==> src/rtl/l1_dcache.sv <==
// l1_dcache: blocking direct-mapped L1 data cache, write-through and
// no-write-allocate. A line refills one word per memory handshake.
// Ports:
//   i_clock, i_reset              clock, synchronous active-high reset
//   i_cpu_read/i_cpu_write        load/store in the MEM stage
//   i_cpu_addr, i_cpu_wdata       byte address (bits [1:0] ignored), store data
//   o_cpu_rdata                   load data, valid in the cycle of a read hit
//   o_stall                       global pipeline freeze
//   o_mem_req/o_mem_we            next-level request, 1 = write
//   o_mem_addr/o_mem_wdata        word-aligned request address, write data
//   i_mem_rdata/i_mem_ack         next-level read data and handshake
//   o_hit_count/o_miss_count      saturating load hit/miss counters
module l1_dcache #(
  parameter int unsigned LINES = 16,
  parameter int unsigned WORDS = 4
) (
  input  logic        i_clock,
  input  logic        i_reset,
  input  logic        i_cpu_read,
  input  logic        i_cpu_write,
  input  logic [31:0] i_cpu_addr,
  input  logic [31:0] i_cpu_wdata,
  output logic [31:0] o_cpu_rdata,
  output logic        o_stall,
  output logic        o_mem_req,
  output logic        o_mem_we,
  output logic [31:0] o_mem_addr,
  output logic [31:0] o_mem_wdata,
  input  logic [31:0] i_mem_rdata,
  input  logic        i_mem_ack,
  output logic [31:0] o_hit_count,
  output logic [31:0] o_miss_count
);

  localparam int unsigned IW    = $clog2(LINES);
  localparam int unsigned OW    = $clog2(WORDS);
  localparam int unsigned TW    = 30 - IW - OW;
  localparam int unsigned DEPTH = LINES * WORDS;

  typedef enum logic [1:0] {
    ST_IDLE   = 2'd0,
    ST_REFILL = 2'd1,
    ST_WRITE  = 2'd2
  } state_t;

  state_t           r_state;
  state_t           w_state_nxt;
  logic [31:0]      r_data [DEPTH];
  logic [TW-1:0]    r_tag  [LINES];
  logic [LINES-1:0] r_valid;
  logic [TW-1:0]    r_ref_tag;
  logic [IW-1:0]    r_ref_idx;
  logic [OW-1:0]    r_beat;
  logic [31:0]      r_hit_count;
  logic [31:0]      r_miss_count;

  logic [TW-1:0] w_tag;
  logic [IW-1:0] w_idx;
  logic [OW-1:0] w_word;
  logic          w_tag_match;
  logic          w_rd_only;
  logic          w_hit;
  logic          w_miss;
  logic          w_last;
  logic          w_fill_ack;
  logic          w_wr_ack;
  logic          w_unused_addr;

  // Address split and combinational tag compare
  assign w_tag       = i_cpu_addr[31 -: TW];
  assign w_idx       = i_cpu_addr[2+OW +: IW];
  assign w_word      = i_cpu_addr[2 +: OW];
  assign w_tag_match = r_valid[w_idx] && (r_tag[w_idx] == w_tag);

  // A simultaneous store wins, so the read side is masked by i_cpu_write
  assign w_rd_only  = i_cpu_read & ~i_cpu_write;
  assign w_hit      = (r_state == ST_IDLE) & w_rd_only & w_tag_match;
  assign w_miss     = (r_state == ST_IDLE) & w_rd_only & ~w_tag_match;
  assign w_last     = (r_beat == OW'(WORDS - 1));
  assign w_fill_ack = (r_state == ST_REFILL) & i_mem_ack;
  assign w_wr_ack   = (r_state == ST_WRITE) & i_mem_ack;

  assign w_unused_addr = ^i_cpu_addr[1:0];

  assign o_cpu_rdata  = w_hit ? r_data[{w_idx, w_word}] : 32'h0;
  assign o_hit_count  = r_hit_count;
  assign o_miss_count = r_miss_count;

  // State register
  always_ff @(posedge i_clock) begin
    if (i_reset) r_state <= ST_IDLE;
    else         r_state <= w_state_nxt;
  end

  // Next state and memory-side outputs
  always_comb begin
    w_state_nxt = r_state;
    o_stall     = 1'b0;
    o_mem_req   = 1'b0;
    o_mem_we    = 1'b0;
    o_mem_addr  = 32'h0;
    o_mem_wdata = 32'h0;
    case (r_state)
      ST_IDLE: begin
        if (i_cpu_write) begin
          o_stall     = 1'b1;
          w_state_nxt = ST_WRITE;
        end else if (w_miss) begin
          o_stall     = 1'b1;
          w_state_nxt = ST_REFILL;
        end
      end
      ST_REFILL: begin
        o_stall    = 1'b1;
        o_mem_req  = 1'b1;
        o_mem_addr = {r_ref_tag, r_ref_idx, r_beat, 2'b00};
        if (i_mem_ack && w_last) w_state_nxt = ST_IDLE;
      end
      ST_WRITE: begin
        // Releasing stall in the ack cycle lets the pipeline step exactly once
        o_stall     = ~i_mem_ack;
        o_mem_req   = 1'b1;
        o_mem_we    = 1'b1;
        o_mem_addr  = {i_cpu_addr[31:2], 2'b00};
        o_mem_wdata = i_cpu_wdata;
        if (i_mem_ack) w_state_nxt = ST_IDLE;
      end
      default: w_state_nxt = ST_IDLE;
    endcase
  end

  // Valid bits, refill bookkeeping and saturating counters
  always_ff @(posedge i_clock) begin
    if (i_reset) begin
      r_valid      <= '0;
      r_ref_tag    <= '0;
      r_ref_idx    <= '0;
      r_beat       <= '0;
      r_hit_count  <= 32'h0;
      r_miss_count <= 32'h0;
    end else begin
      if (w_miss) begin
        r_valid[w_idx] <= 1'b0;
        r_ref_tag      <= w_tag;
        r_ref_idx      <= w_idx;
        r_beat         <= '0;
        if (r_miss_count != 32'hFFFF_FFFF) r_miss_count <= r_miss_count + 32'd1;
      end
      if (w_hit && (r_hit_count != 32'hFFFF_FFFF)) r_hit_count <= r_hit_count + 32'd1;
      if (w_fill_ack) begin
        r_beat <= r_beat + OW'(1);
        if (w_last) r_valid[r_ref_idx] <= 1'b1;
      end
    end
  end

  // Tag and data arrays are not reset; validity is tracked by r_valid
  always_ff @(posedge i_clock) begin
    if (!i_reset && w_fill_ack) begin
      r_data[{r_ref_idx, r_beat}] <= i_mem_rdata;
      if (w_last) r_tag[r_ref_idx] <= r_ref_tag;
    end
    if (!i_reset && w_wr_ack && w_tag_match) r_data[{w_idx, w_word}] <= i_cpu_wdata;
  end

endmodule
==> config.mk <==
export PLATFORM = sky130hd
export DESIGN_NAME = l1_dcache
export DESIGN_NICKNAME = d
export VERILOG_FILES = /design/src/rtl/l1_dcache.sv
export SDC_FILE = /design/constraint.sdc
export NUM_CORES = 2
export LEC_CHECK = 0
export BUFFER_PORTS_ARGS = -buffer_cell sky130_fd_sc_hd__buf_2
export CAP_MARGIN = 40
export CORE_MARGIN = 2
export CORE_UTILIZATION = 65
export CTS_BUF_LIST = sky130_fd_sc_hd__clkbuf_8
export CTS_CLUSTER_SIZE = 40
export DETAILED_ROUTE_END_ITERATION = 10
export PLACE_DENSITY = 0.83
export SLEW_MARGIN = 10
export SYNTH_ARGS = -nofsm -noshare
export SYNTH_HDL_FRONTEND = slang
export SYNTH_SLANG_ARGS = --single-unit
==> constraint.sdc <==
create_clock -name i_clock -period 10.5 [get_ports i_clock]
set_input_delay 2.1 -clock i_clock [delete_from_list [all_inputs] [get_ports i_clock]]
set_output_delay 2.1 -clock i_clock [all_outputs]
set_load 0.05 [all_outputs]
* Word-level counts from Yosys, hierarchy flattened
Memory sizes are Yosys's and may differ from the RTL's.
Index checks and enable logic that the tools add are counted.
** Word-level totals
- Logic and storage cells :: 87
- Output and inout port bits :: 163
- Bits of input ports :: 101
- Memories kept :: 2
- RAM bits :: 2432
- Flip-flop bits (word level) :: 112
** Memory list
- r_data :: depth 64, width 32, read ports 1, clocked after Yosys merged registers in 0, wr ports 1, RTL line 48 : logic [31:0] r_data [DEPTH];
- r_tag :: depth 16, width 24, read ports 1, clocked after Yosys merged registers in 0, wr ports 1, RTL line 49 : logic [TW-1:0] r_tag [LINES];
** Cells by class
- Mux-type cells :: 35
- $lt $le $gt $ge :: 4
- Reductions and logical operators :: 15
- Equality and inequality tests :: 9
- Add/subtract/negate cells :: 3
- Bitwise operators :: 12
** Operator list (number)
- $mux 32 :: 3
- $add 32x1->32 const B :: 2
- $mux 16 :: 4
- $ne 32x32->1 const B :: 2
- $pmux 32 s2 :: 1
- $reduce_or 32->1 :: 1
- $eq 24x24->1 :: 1
- $and 16x16->16 :: 1
- $not 16->16 :: 1
- $or 16x16->16 :: 1
- $mux 1 :: 15
- $mux 2 :: 6
- $lt 4x5->1 const B :: 2
- $demux 1 s4 :: 2
- $ge 4x1->1 const B :: 2
- $logic_and 1x1->1 :: 8
- $and 1x1->1 :: 6
- $mux 6 :: 1
- $pmux 2 s3 :: 1
- $bmux 1 s4 :: 1
- $eq 2x2->1 const B :: 2
- $ne 3x3->1 const B :: 1
- $not 1->1 :: 3
- $pmux 1 s3 :: 1
- 10 further kinds :: 10

* Depth between registers and ports, before layout
- Word-level depth :: 11
- Mapped depth :: 17
- Depth with buffers taken out :: 10

* Worst setup path before layout
No wires, ideal clock.
- Path type :: input port to output port
- Start :: in i_cpu_addr[4]
- End :: out o_cpu_rdata[12]
- Path slack :: 1.522 ns
- Cell stages on the path :: 10
- Buffers on the path :: 2
- Data required time :: 8.400 ns
- Arrival time :: 6.878 ns
- Cell sequence :: buf_6 mux4_2 a32o_1 or3_1 a32oi_1 o2111ai_1 a2111oi_4 nand4_2 clkbuf_1 a2111oi_0
** Between the ends
- Longest elaborated chain between the ends :: 5
- Elaborated cells between the ends (all ways) :: 8
- Classes of those cells :: eq/ne (1); mux (3); bitwise (1); reduce/logical (1); memory (2)
** RTL lines
- start, declared :: RTL line 21 : input logic [31:0] i_cpu_addr,
- $mem_v2 16x24 or $bmux 1 s4 (tied branches)
- $eq 24x24->1 or $mux 1 (tied branches) :: RTL line 73 : assign w_tag_match = r_valid[w_idx] && (r_tag[w_idx] == w_tag);
- $logic_and 1x1->1 :: RTL line 73
- $and 1x1->1 :: RTL line 77 : assign w_hit = (r_state == ST_IDLE) & w_rd_only & w_tag_match;
- $mux 32 (*) :: RTL line 85 : assign o_cpu_rdata = w_hit ? r_data[{w_idx, w_word}] : 32'h0;
- end, declared :: RTL line 23 : output logic [31:0] o_cpu_rdata,
Every way passes the cells marked *; elsewhere a longest branch is shown, timed or not. The select of a mux whose other input is x is not followed.

* Worst setup path in the final report
- Start :: in i_cpu_addr[6]
- End :: out o_cpu_rdata[8]
The elaborated chain is that of the path after synthesis.

==> impl_metrics.env <==
export IMPL_place_area_um2=105000
export IMPL_ant_nets=0
export IMPL_yosysTopAreaCell="edfxtp_1"
export IMPL_synth_edf_count=2432
export IMPL_drc_errors=0
export IMPL_synth_avg_cell_area_um2=20.8
export IMPL_wl_um=283000
export IMPL_worstPathArrival_ns=7.31
export IMPL_crit_path_end="o_cpu_rdata[8]"
export IMPL_worstSetupPathType="in2out"
export IMPL_post_cts_buffers=0
export IMPL_numCtsBuffers=394
export IMPL_dp_hpwl_um=163000
export IMPL_antenna_found_initial=9
export IMPL_max_cap_viol_count=0
export IMPL_status="finished clean"
export IMPL_viasPerCell=7.26
export IMPL_cp_max_fo=51
export IMPL_grt_pass1_vias=55600
export IMPL_overflow=0
export IMPL_setup_viol=0
export IMPL_num_rows=143
export IMPL_layout_drive_gt1_share_pct=31.1
export IMPL_relSlewSlack_pct=28.2
export IMPL_cts_hold_buf=0
export IMPL_worstPathRequired_ns=8.40
export IMPL_grtUsageTotal_pct=36.3
export IMPL_dpl_worst_slack_ns=1.33
export IMPL_yosysMostFrequentCell="edfxtp_1"
export IMPL_seq_area_frac_synth_pct=75.5
export IMPL_die_x_um=396
export IMPL_yosys_most_used_dff="edfxtp_1"
export IMPL_cts_tree="done"
export IMPL_portBuffers=259
export IMPL_clock_path_buffers=4
export IMPL_rr_worst_depth=14
export IMPL_grt_max_degree=94
export IMPL_skew_ns=0.0936
export IMPL_synth_seq_cells=2544
export IMPL_drtIter0Drc=9886
export IMPL_ir_worst_vdd_mv=0.122
export IMPL_fin_nets=5527
export IMPL_grt_pass1_wl_um=396000
export IMPL_yosysWarnings=0
export IMPL_gp_congestion=0.897
export IMPL_clk_latency_ns=1.10
export IMPL_dieArea_um2=157000
export IMPL_htree_levels=5
export IMPL_rr_startpoint="r_tag[8][0]$_DFFE_PP_"
export IMPL_dp_cells=7044
export IMPL_cp_end_kind="output port"
export IMPL_core_area_um2=152000
export IMPL_fin_crit_ns=9.41
export IMPL_cts_sinks=2544
export IMPL_synth_top_cells_by_area="edfxtp_1 (73%), mux4_2 (14%), dfxtp_1 (2.2%)"
export IMPL_synth_top_area_share_pct=73.2
export IMPL_period_share_pct=89.7
export IMPL_worst_slack_ns=1.09
export IMPL_nFillCells=7768
export IMPL_worstSetupStartpoint="i_cpu_addr[6]"
export IMPL_synth_cell_type_count=79
export IMPL_finalHoldViolations=0
export IMPL_netlist_area_um2=99700
export IMPL_finalNonFillerCells=7742
export IMPL_p_leak_nw=36.8
export IMPL_cts_resized_gates=0
export IMPL_area_growth_pct=12.8
export IMPL_ys_async_sr_fraction_pct=0
export IMPL_start_util_pct=65.6
export IMPL_fmax_mhz=106
export IMPL_vias=56200
export IMPL_die_h_um=396
export IMPL_whs_ns=0.498
export IMPL_wl_per_cell_um=36.6
export IMPL_holdCritPathClass="reg2reg"
export IMPL_clk_pin_slew_ns=0.06
export IMPL_regToRegSetupSlack_ns=4.19
export IMPL_worst_pin_slew_ns=1.08
export IMPL_powerDensity_nw_per_um2=175
export IMPL_stdcell_area_um2=112000
export IMPL_finalMaxSlewViolations=0
export IMPL_cts_root_buf="clkbuf_8"
export IMPL_rsz0062_at_grt="no"
export IMPL_io_pins=264
export IMPL_synthTopCellsByCount="edfxtp_1 (2432), mux4_2 (629), nor2_1 (214)"
export IMPL_worstReg2RegEnd="r_data[22][22]$_DFFE_PP_"
export IMPL_start_kind="input port"
export IMPL_synth_cells=4784
export IMPL_drt_pass1_iterations=8
export IMPL_tns_ns=0
## flip-flops by register name, summed over array words and instances (netlist names), 4 cells and up
signal	count
r_ref_tag	24
r_data	2048
o_hit_count	32
r_ref_idx	4
r_valid	16
o_miss_count	32
r_tag	384
## worst min-delay path by stage
stage / from / endpoint / slack, ns / cells past startpoint
floorplan: r_state[1]$_SDFFE_PP0P_ / r_state[1]$_SDFFE_PP0P_ / 0.48 / 2
global placement: o_hit_count[29]$_SDFFE_PP0P_ / o_hit_count[29]$_SDFFE_PP0P_ / 0.47 / 2
detailed placement: o_miss_count[8]$_SDFFE_PP0P_ / o_miss_count[8]$_SDFFE_PP0P_ / 0.49 / 2
CTS: o_miss_count[8]$_SDFFE_PP0P_ / o_miss_count[8]$_SDFFE_PP0P_ / 0.50 / 2
global route: o_hit_count[19]$_SDFFE_PP0P_ / o_hit_count[19]$_SDFFE_PP0P_ / 0.53 / 2
finish: o_miss_count[8]$_SDFFE_PP0P_ / o_miss_count[8]$_SDFFE_PP0P_ / 0.50 / 2
## logic make-up (layout without fill, tap and decap cells)
group,count (synthesis),in the layout,share of synthesized area (%)
AOI/OAI and AO/OA,373,373,2.54
xor gates and xnor gates,52,52,0.457
adders and majority gates,7,7,0.0878
buffers and inverters,292,1209,1.39
DFF,2544,2544,75.5
muxes,874,874,16.8
other,1,12,0.00376
and+or+nand+nor,641,641,3.19
## placed cells by master (no fill, tap or decap), types with 37 or more instances in the layout
cell,instances
edfxtp_1,2432
mux4_2,629
clkbuf_8,407
buf_2,250
buf_4,168
inv_1,149
mux2i_1,146
nor2_1,133
o22ai_1,122
dfxtp_1,112
nand2_1,97
clkinv_1,93
nor2b_1,80
nor2_4,64
a22oi_1,62
mux2_2,61
o21ai_0,56
buf_12,55
nand3_1,49
and2_1,46
clkinv_2,44
nor3_1,37
## routing by layer
metal	GRT usage, %	routed length [µm]	vias up
met1	47.5	90500	28100
met3	12.2	44800	1178
met4	19.0	17400	4
met5	0.493	122	-
met2	54.8	130000	5695
li1	-	-	21200
## stage by stage
stage	power (mW)	util (%)
floorplan	12.0	-
global placement	12.4	69.0
detailed placement	12.4	69.4
CTS	19.6	73.8
global route	20.1	73.9
finish	19.6	73.9
## critical path, stage by stage
cell	delay, ns
buf_4	0.57
inv_2	0.31
buf_4	0.40
nor2_2	0.80
a221oi_1	0.27
a221oi_1	0.45
o2111ai_1	0.18
a211oi_1	0.51
nand4_4	0.15
buf_4	0.36
a311oi_1	0.88
buf_12	0.23
## cell type report
cell class / instances / area (µm²) / area share, %
clock inverters: 273 / 1200 / 1.06
repair buffers: 504 / 4130 / 3.67
multi-input cells: 1949 / 23600 / 21.0
inverters: 26 / 98.8 / 0.0879
flip-flops and latches: 2544 / 75300 / 66.9
well taps: 2030 / 2540 / 2.26
diodes: 10 / 25.0 / 0.0223
clock buffers: 406 / 5590 / 4.97
## report_power, final
group          internal (mW)  switching [mW]  total (mW)
Clock                   3.64            3.74        7.38
Combinational          0.401           0.702        1.10
Sequential              11.1          0.0339        11.1
Total                   15.2            4.48        19.6
Power figures use the tool's default switching activity.
